### config.mk
export PLATFORM = sky130hd
export DESIGN_NAME = nrzi_rx_unstuff
export DESIGN_NICKNAME = d
export VERILOG_FILES = /design/src/rtl/nrzi_rx_unstuff.sv
export SDC_FILE = /design/constraint.sdc
export NUM_CORES = 1
export LEC_CHECK = 0
export CELL_PAD_IN_SITES_DETAIL_PLACEMENT = 1
export CELL_PAD_IN_SITES_GLOBAL_PLACEMENT = 1
export CORE_MARGIN = 1.5
export CORE_UTILIZATION = 35
export DETAILED_ROUTE_END_ITERATION = 6
export PLACE_DENSITY = 0.71
export SKIP_LAST_GASP = 1
export SYNTH_ARGS = -nofsm -noshare
export SYNTH_HDL_FRONTEND = slang
export SYNTH_SLANG_ARGS = --single-unit
### constraint.sdc
create_clock -name clk -period 2 [get_ports clk]
set_input_delay 0.4 -clock clk [delete_from_list [all_inputs] [get_ports clk]]
set_output_delay 0.4 -clock clk [all_outputs]
set_load 0.02 [all_outputs]
### src/rtl/nrzi_rx_unstuff.sv
// rtl/nrzi_rx_unstuff.sv - USB receive path: SYNC hunt, NRZI decode, bit unstuffing, EOP and line-error detection.
module nrzi_rx_unstuff #(
  parameter int STUFF_LEN = 6,
  parameter int SYNC_MIN  = 7
) (
  input  logic clk,
  input  logic rst,
  input  logic dp,
  input  logic dm,
  input  logic recving,
  output logic outb,
  output logic bit_valid,
  output logic sending,
  output logic sop,
  output logic eop,
  output logic stuff_err,
  output logic rx_err
);

  localparam int ZW = $clog2(SYNC_MIN + 1);
  localparam int OW = $clog2(STUFF_LEN + 1);

  typedef enum logic [2:0] {
    S_HUNT,
    S_DATA,
    S_EOP1,
    S_EOP2,
    S_ERR
  } state_t;

  state_t        state_q, state_d;
  logic          prev_q, prev_d;
  logic [ZW-1:0] zero_q, zero_d;
  logic [OW-1:0] ones_q, ones_d;
  logic          outb_q, outb_d;
  logic          valid_q, valid_d;
  logic          sending_q, sending_d;
  logic          sop_q, sop_d;
  logic          eop_q, eop_d;
  logic          serr_q, serr_d;
  logic          rxerr_q, rxerr_d;

  logic is_j, is_jk, is_se0, is_se1, dec_bit;

  // prev_q holds the last J/K level as dp (1 = J).
  assign is_j    = dp & ~dm;
  assign is_jk   = dp ^ dm;
  assign is_se0  = ~dp & ~dm;
  assign is_se1  = dp & dm;
  assign dec_bit = (dp == prev_q);

  always_comb begin
    state_d = state_q;
    prev_d  = is_jk ? dp : prev_q;
    zero_d  = zero_q;
    ones_d  = ones_q;
    outb_d  = 1'b0;
    valid_d = 1'b0;
    sop_d   = 1'b0;
    eop_d   = 1'b0;
    serr_d  = 1'b0;
    rxerr_d = 1'b0;

    if (!recving) begin
      rxerr_d = (state_q == S_DATA) || (state_q == S_EOP1) || (state_q == S_EOP2);
      state_d = S_HUNT;
      prev_d  = 1'b1;
      zero_d  = '0;
      ones_d  = '0;
    end else begin
      case (state_q)
        S_HUNT: begin
          if (!is_jk) begin
            zero_d = '0;
          end else if (!dec_bit) begin
            zero_d = (zero_q >= ZW'(SYNC_MIN)) ? zero_q : zero_q + ZW'(1);
          end else if (zero_q >= ZW'(SYNC_MIN)) begin
            state_d = S_DATA;
            sop_d   = 1'b1;
            zero_d  = '0;
            ones_d  = OW'(1);
          end else begin
            zero_d = '0;
          end
        end
        S_DATA: begin
          if (is_se0) begin
            state_d = S_EOP1;
          end else if (is_se1) begin
            rxerr_d = 1'b1;
            state_d = S_ERR;
            ones_d  = '0;
          end else if (ones_q == OW'(STUFF_LEN)) begin
            // Stuffed position: a 0 is swallowed, a 1 breaks the stuffing rule.
            ones_d = '0;
            if (dec_bit) begin
              serr_d  = 1'b1;
              rxerr_d = 1'b1;
              state_d = S_ERR;
            end
          end else begin
            valid_d = 1'b1;
            outb_d  = dec_bit;
            ones_d  = dec_bit ? ones_q + OW'(1) : '0;
          end
        end
        S_EOP1: begin
          if (is_se0) begin
            state_d = S_EOP2;
          end else begin
            rxerr_d = 1'b1;
            state_d = S_ERR;
          end
          ones_d = '0;
        end
        S_EOP2: begin
          if (is_j) begin
            eop_d   = 1'b1;
            state_d = S_HUNT;
            prev_d  = 1'b1;
            zero_d  = '0;
          end else begin
            rxerr_d = 1'b1;
            state_d = S_ERR;
          end
          ones_d = '0;
        end
        default: begin
          if (is_j) begin
            state_d = S_HUNT;
            prev_d  = 1'b1;
            zero_d  = '0;
            ones_d  = '0;
          end
        end
      endcase
    end

    sending_d = (state_d == S_DATA) || (state_d == S_EOP1) || (state_d == S_EOP2);
  end

  always_ff @(posedge clk) begin
    if (rst) begin
      state_q   <= S_HUNT;
      prev_q    <= 1'b1;
      zero_q    <= '0;
      ones_q    <= '0;
      outb_q    <= 1'b0;
      valid_q   <= 1'b0;
      sending_q <= 1'b0;
      sop_q     <= 1'b0;
      eop_q     <= 1'b0;
      serr_q    <= 1'b0;
      rxerr_q   <= 1'b0;
    end else begin
      state_q   <= state_d;
      prev_q    <= prev_d;
      zero_q    <= zero_d;
      ones_q    <= ones_d;
      outb_q    <= outb_d;
      valid_q   <= valid_d;
      sending_q <= sending_d;
      sop_q     <= sop_d;
      eop_q     <= eop_d;
      serr_q    <= serr_d;
      rxerr_q   <= rxerr_d;
    end
  end

  assign outb      = outb_q;
  assign bit_valid = valid_q;
  assign sending   = sending_q;
  assign sop       = sop_q;
  assign eop       = eop_q;
  assign stuff_err = serr_q;
  assign rx_err    = rxerr_q;

endmodule
==> results by stage, run 1 <==
Run status:
- The run finished with clean final reports.

Synth:
- The count of warnings emitted by yosys is 0.
- The most used flip-flop cell after synthesis is sky130_fd_sc_hd__dfxtp_1.
- The leading cell type by number of instances after synthesis is sky130_fd_sc_hd__dfxtp_1.
- The post-synthesis sequential element count is 17.
- The fraction of registers with async set/reset is 0%.
- The fraction of synthesized cell area taken by the top area cell type is 37.3%.
- Synthesis instantiated 33 different standard cells from the library.
- The mean cell area of the mapped netlist is 8.45 um2.
- When the netlist entered floorplanning its net count stood at 120.
- The number of synthesized flops with an enable pin is 0.
- Synthesis handed over a netlist of 108 instances.
- The synthesized netlist occupies a cell area of 912 um2.
- By count the netlist is led by sky130_fd_sc_hd__dfxtp_1 (17), sky130_fd_sc_hd__nand2_1 (11), sky130_fd_sc_hd__nor2_1 (8).
- The largest total area in the synthesized netlist belongs to sky130_fd_sc_hd__dfxtp_1.
- The share of the yosys chip area belonging to registers is 37.3%.
- Yosys attributes the largest share of cell area to sky130_fd_sc_hd__dfxtp_1 (37%), sky130_fd_sc_hd__ha_1 (9.6%), sky130_fd_sc_hd__nand2_1 (4.5%), sky130_fd_sc_hd__nand2b_1 (4.1%), sky130_fd_sc_hd__mux2i_1 (3.3%).

Power:
- Combinational cells account for 11.0% of the total power.
- For this design the static power due to leakage is 0.489 nW.
- Of the total power, the clock network draws 31.8%.
- The internal power of the cells totals roughly 0.45 mW.
- Of the total power, the share spent switching nets is 25.0%.
- The power per cell area is about 480 nW/um2.
- The power share of the sequential group is around 57%.
- Across the VDD grid, the largest voltage drop is 0.341 mV.
- In this run the power spent charging and discharging nets is roughly 0.15 mW.
- Total power for the finished layout comes to 0.598 mW.

Worst setup path:
- STA classifies the critical path endpoint as a flip-flop.
- The type of the worst setup path is reg -> reg.
- Data on the critical path is required at its endpoint by around 2.2 ns.
- For the worst flop-to-flop path, the logic depth is 4.
- The peak fanout along the critical path is 3.
- The data arrival time of the critical path is 2.12 ns.
- The launching element type of the critical path is a flip-flop.

Clock network:
- The clock tree from TritonCTS is done.
- The TritonCTS buffer count is 3.
- The clock slew seen by the registers of the worst setup and hold paths is 0.11 ns.
- The total number of clock tree sinks is 17.
- The source-to-sink clock delay at the later pin of the worst-skew pair is between 0.2 and 0.3 ns.
- The cell at the root of the clock tree is sky130_fd_sc_hd__clkbuf_4.
- The clock passes through at most 2 buffers.
- The CTS H-tree depth is 1.

GRT:
- The first global-routing pass estimated 4060 um of wire.
- The total overflow left after global routing is 0.
- The initial antenna violation count is 0.
- For this run, the total global-route usage over all layers was measured as 19.7%.
- The pin count of the biggest net entering global routing is 15.
- The number of global-route vias before repair was about 910.

Layout:
- The antenna cell count is 0.
- The final non-filler cell total is roughly 170.
- In the final layout, the share of cells above drive strength 1 is between 20% and 30%.
- The multi-input combinational cells in the finished layout cover a total of between 500 and 600 um2.
- The signed area change from the synthesized netlist to the final layout is 36.2%.
- Summing all flip-flop and latch instances after layout gives 342 um2.
- The number of nets in the layout is 150.
- Counting the fill cells in the layout gives 307.

Detailed routing:
- The count of nets left with antenna violations once routing finished came out at 0.
- After the first detailed-routing iteration, the DRC count stood at 12.
- For this run, design rule violations remaining after detail routing come to 0.
- Wires add up to 2560 um.
- The average via count per standard cell is 5.26.
- The first TritonRoute pass finished after 4 iterations.
- The number of vias in the routed layout is between 800 and 900.
- Dividing the detail-routed wire length by the instance count gives between 15 and 20 um.

Flow run:
- The number of maximum-capacitance constraint violations is 0.

STA:
- Setup repair after global routing left no endpoint under its margin.
- The number of setup violations in the final report is 0.
- The hold violation total from the final report was 0.
- The final clock skew is 0.00188 ns.
- The final hold slack is about 0.50 ns.
- The final-report max-slew violation count is 0.
- The part of the cycle the worst path needs is between 90% and 100%.
- At the pin with the least slew margin, the transition time is 0.454 ns.
- Setup total negative slack on the finished layout was measured at 0 ns.
- The relative slew slack is between 60% and 70%.
- Counting I/O delays and the setup requirement, the final critical path takes 1.88 ns.
- The highest clock frequency the design can meet is 0.531 GHz.

Die:
- After floorplanning, the core was sized to cover 2480 um2.
- The chip height is 54.1 um.
- The initial core utilization is 36.8%.
- The initialized floorplan defines 18 standard-cell rows.
- The die is 54.1 um wide.
- The die area is 2920 um2.
- 12 I/O pins were placed.

Hold path:
- The min-delay analysis places its worst path in the category reg -> reg.
- Along the worst hold path, the cell count comes to 2.

Place:
- The total placed cells including tap cells is around 160.
- Detailed placement finished with a half-perimeter wire length of slightly below 2000 um.
- The count of buffers added on input and output ports is 11.
- The final weighted congestion of routability-driven global placement is 0.765.
==> cell usage in the layout, fill, tap and decap left out, types with 4 or more instances in the layout <==
master,netlist,final
sky130_fd_sc_hd__nand2_1,11,11
sky130_fd_sc_hd__nand2b_1,6,6
sky130_fd_sc_hd__dfxtp_1,17,16
sky130_fd_sc_hd__inv_1,4,4
sky130_fd_sc_hd__clkdlybuf4s50_1,0,9
sky130_fd_sc_hd__o21ai_0,5,5
sky130_fd_sc_hd__nor2b_1,4,4
sky130_fd_sc_hd__buf_4,0,19
sky130_fd_sc_hd__a21oi_1,5,4
sky130_fd_sc_hd__ha_1,7,6
sky130_fd_sc_hd__nor2_1,8,8
==> worst paths after layout <==
kind              start         to  slack [ns]
max          state_q[1]  ones_q[1]        0.12
min           ones_q[2]  ones_q[2]        0.50
max reg2reg  state_q[1]  ones_q[1]        0.12
min reg2reg   ones_q[2]  ones_q[2]        0.50
==> power groups by stage <==
stage / clock network [mW] / registers [mW] / logic, mW
6_report: 0.190 / 0.342 / 0.0657
5_1_grt: 0.214 / 0.342 / 0.0706
4_1_cts: 0.197 / 0.342 / 0.0649
3_5_place_dp: 0 / 0.350 / 0.0609
3_3_place_gp: 0 / 0.349 / 0.0592
2_1_floorplan: 0 / 0.349 / 0.0259
==> worst max-delay path, cell delays in order, from the launching register on <==
cell and delay, ns:
sky130_fd_sc_hd__dfxtp_2 0.35, sky130_fd_sc_hd__or4b_4 0.54, sky130_fd_sc_hd__or3_4 0.39, sky130_fd_sc_hd__or4_4 0.43
sky130_fd_sc_hd__a21oi_2 0.12
==> registers in the layout, indices dropped and copies added, names as in the netlist <==
register and flops:
stuff_err 1, bit_valid 1, outb 1, rx_err 1, ones_q 3, prev_q 1, eop 1, sop 1
zero_q 3, state_q 3, sending 1
==> final cells by class <==
cell class	count	area share [%]
Clock inverter	1	0.403
Clock buffer	3	1.81
Multi-Input combinational cell	82	45.5
Sequential cell	17	27.5
Timing Repair Buffer	30	20.5
Tap cell	30	3.02
Inverter	4	1.21
==> cell families (layout without fill, tap and decap cells) <==
logic type / Yosys count / in the layout / share of synthesized area [%]
DFF: 17 / 17 / 37.3
adders and majority gates: 7 / 7 / 9.60
buffers and inverters: 9 / 38 / 3.84
muxes: 3 / 3 / 3.29
and+or+nand+nor: 48 / 48 / 28.4
AOI/OAI and AO/OA: 22 / 22 / 15.6
xor gates and xnor gates: 2 / 2 / 1.92
==> stage by stage <==
step / cell area [um2] / utilization, % / setup slack (ns)
final: 1240 / 50.2 / 0.115
after CTS: 1230 / 49.8 / -0.0497
after global placement: 1180 / 47.5 / -0.482
after detailed placement: 1180 / 47.5 / -0.588
after global routing: 1240 / 50.2 / 0.0602
after floorplan: 915 / - / 0.0186
==> timing repair <==
item,CTS,global route
pin swaps,5,3
buffers inserted,1,0
gates resized for setup,15,2
endpoints found under the setup margin,3,1
hold buffers,0,0
==> routing by layer <==
| metal | global-route usage (%) | part of all wire [%] |
|---|---|---|
| met4 | 9.17 | 1.9 |
| met1 | 23.7 | 45 |
| met2 | 34.3 | 50 |
| met5 | 0 | 0 |
| met3 | 2.78 | 2.5 |
Power figures use the tool's default switching activity.
==> run 2, diff against run 1 <==
--- a/config.mk
+++ b/config.mk
@@ -12,6 +12,7 @@
 export DETAILED_ROUTE_END_ITERATION = 6
 export PLACE_DENSITY = 0.71
 export SKIP_LAST_GASP = 1
+export SLEW_MARGIN = 25
 export SYNTH_ARGS = -nofsm -noshare
 export SYNTH_HDL_FRONTEND = slang
 export SYNTH_SLANG_ARGS = --single-unit
==> results of run 2 <==
The final DEF is identical to that of run 1; final timing and power are the same.
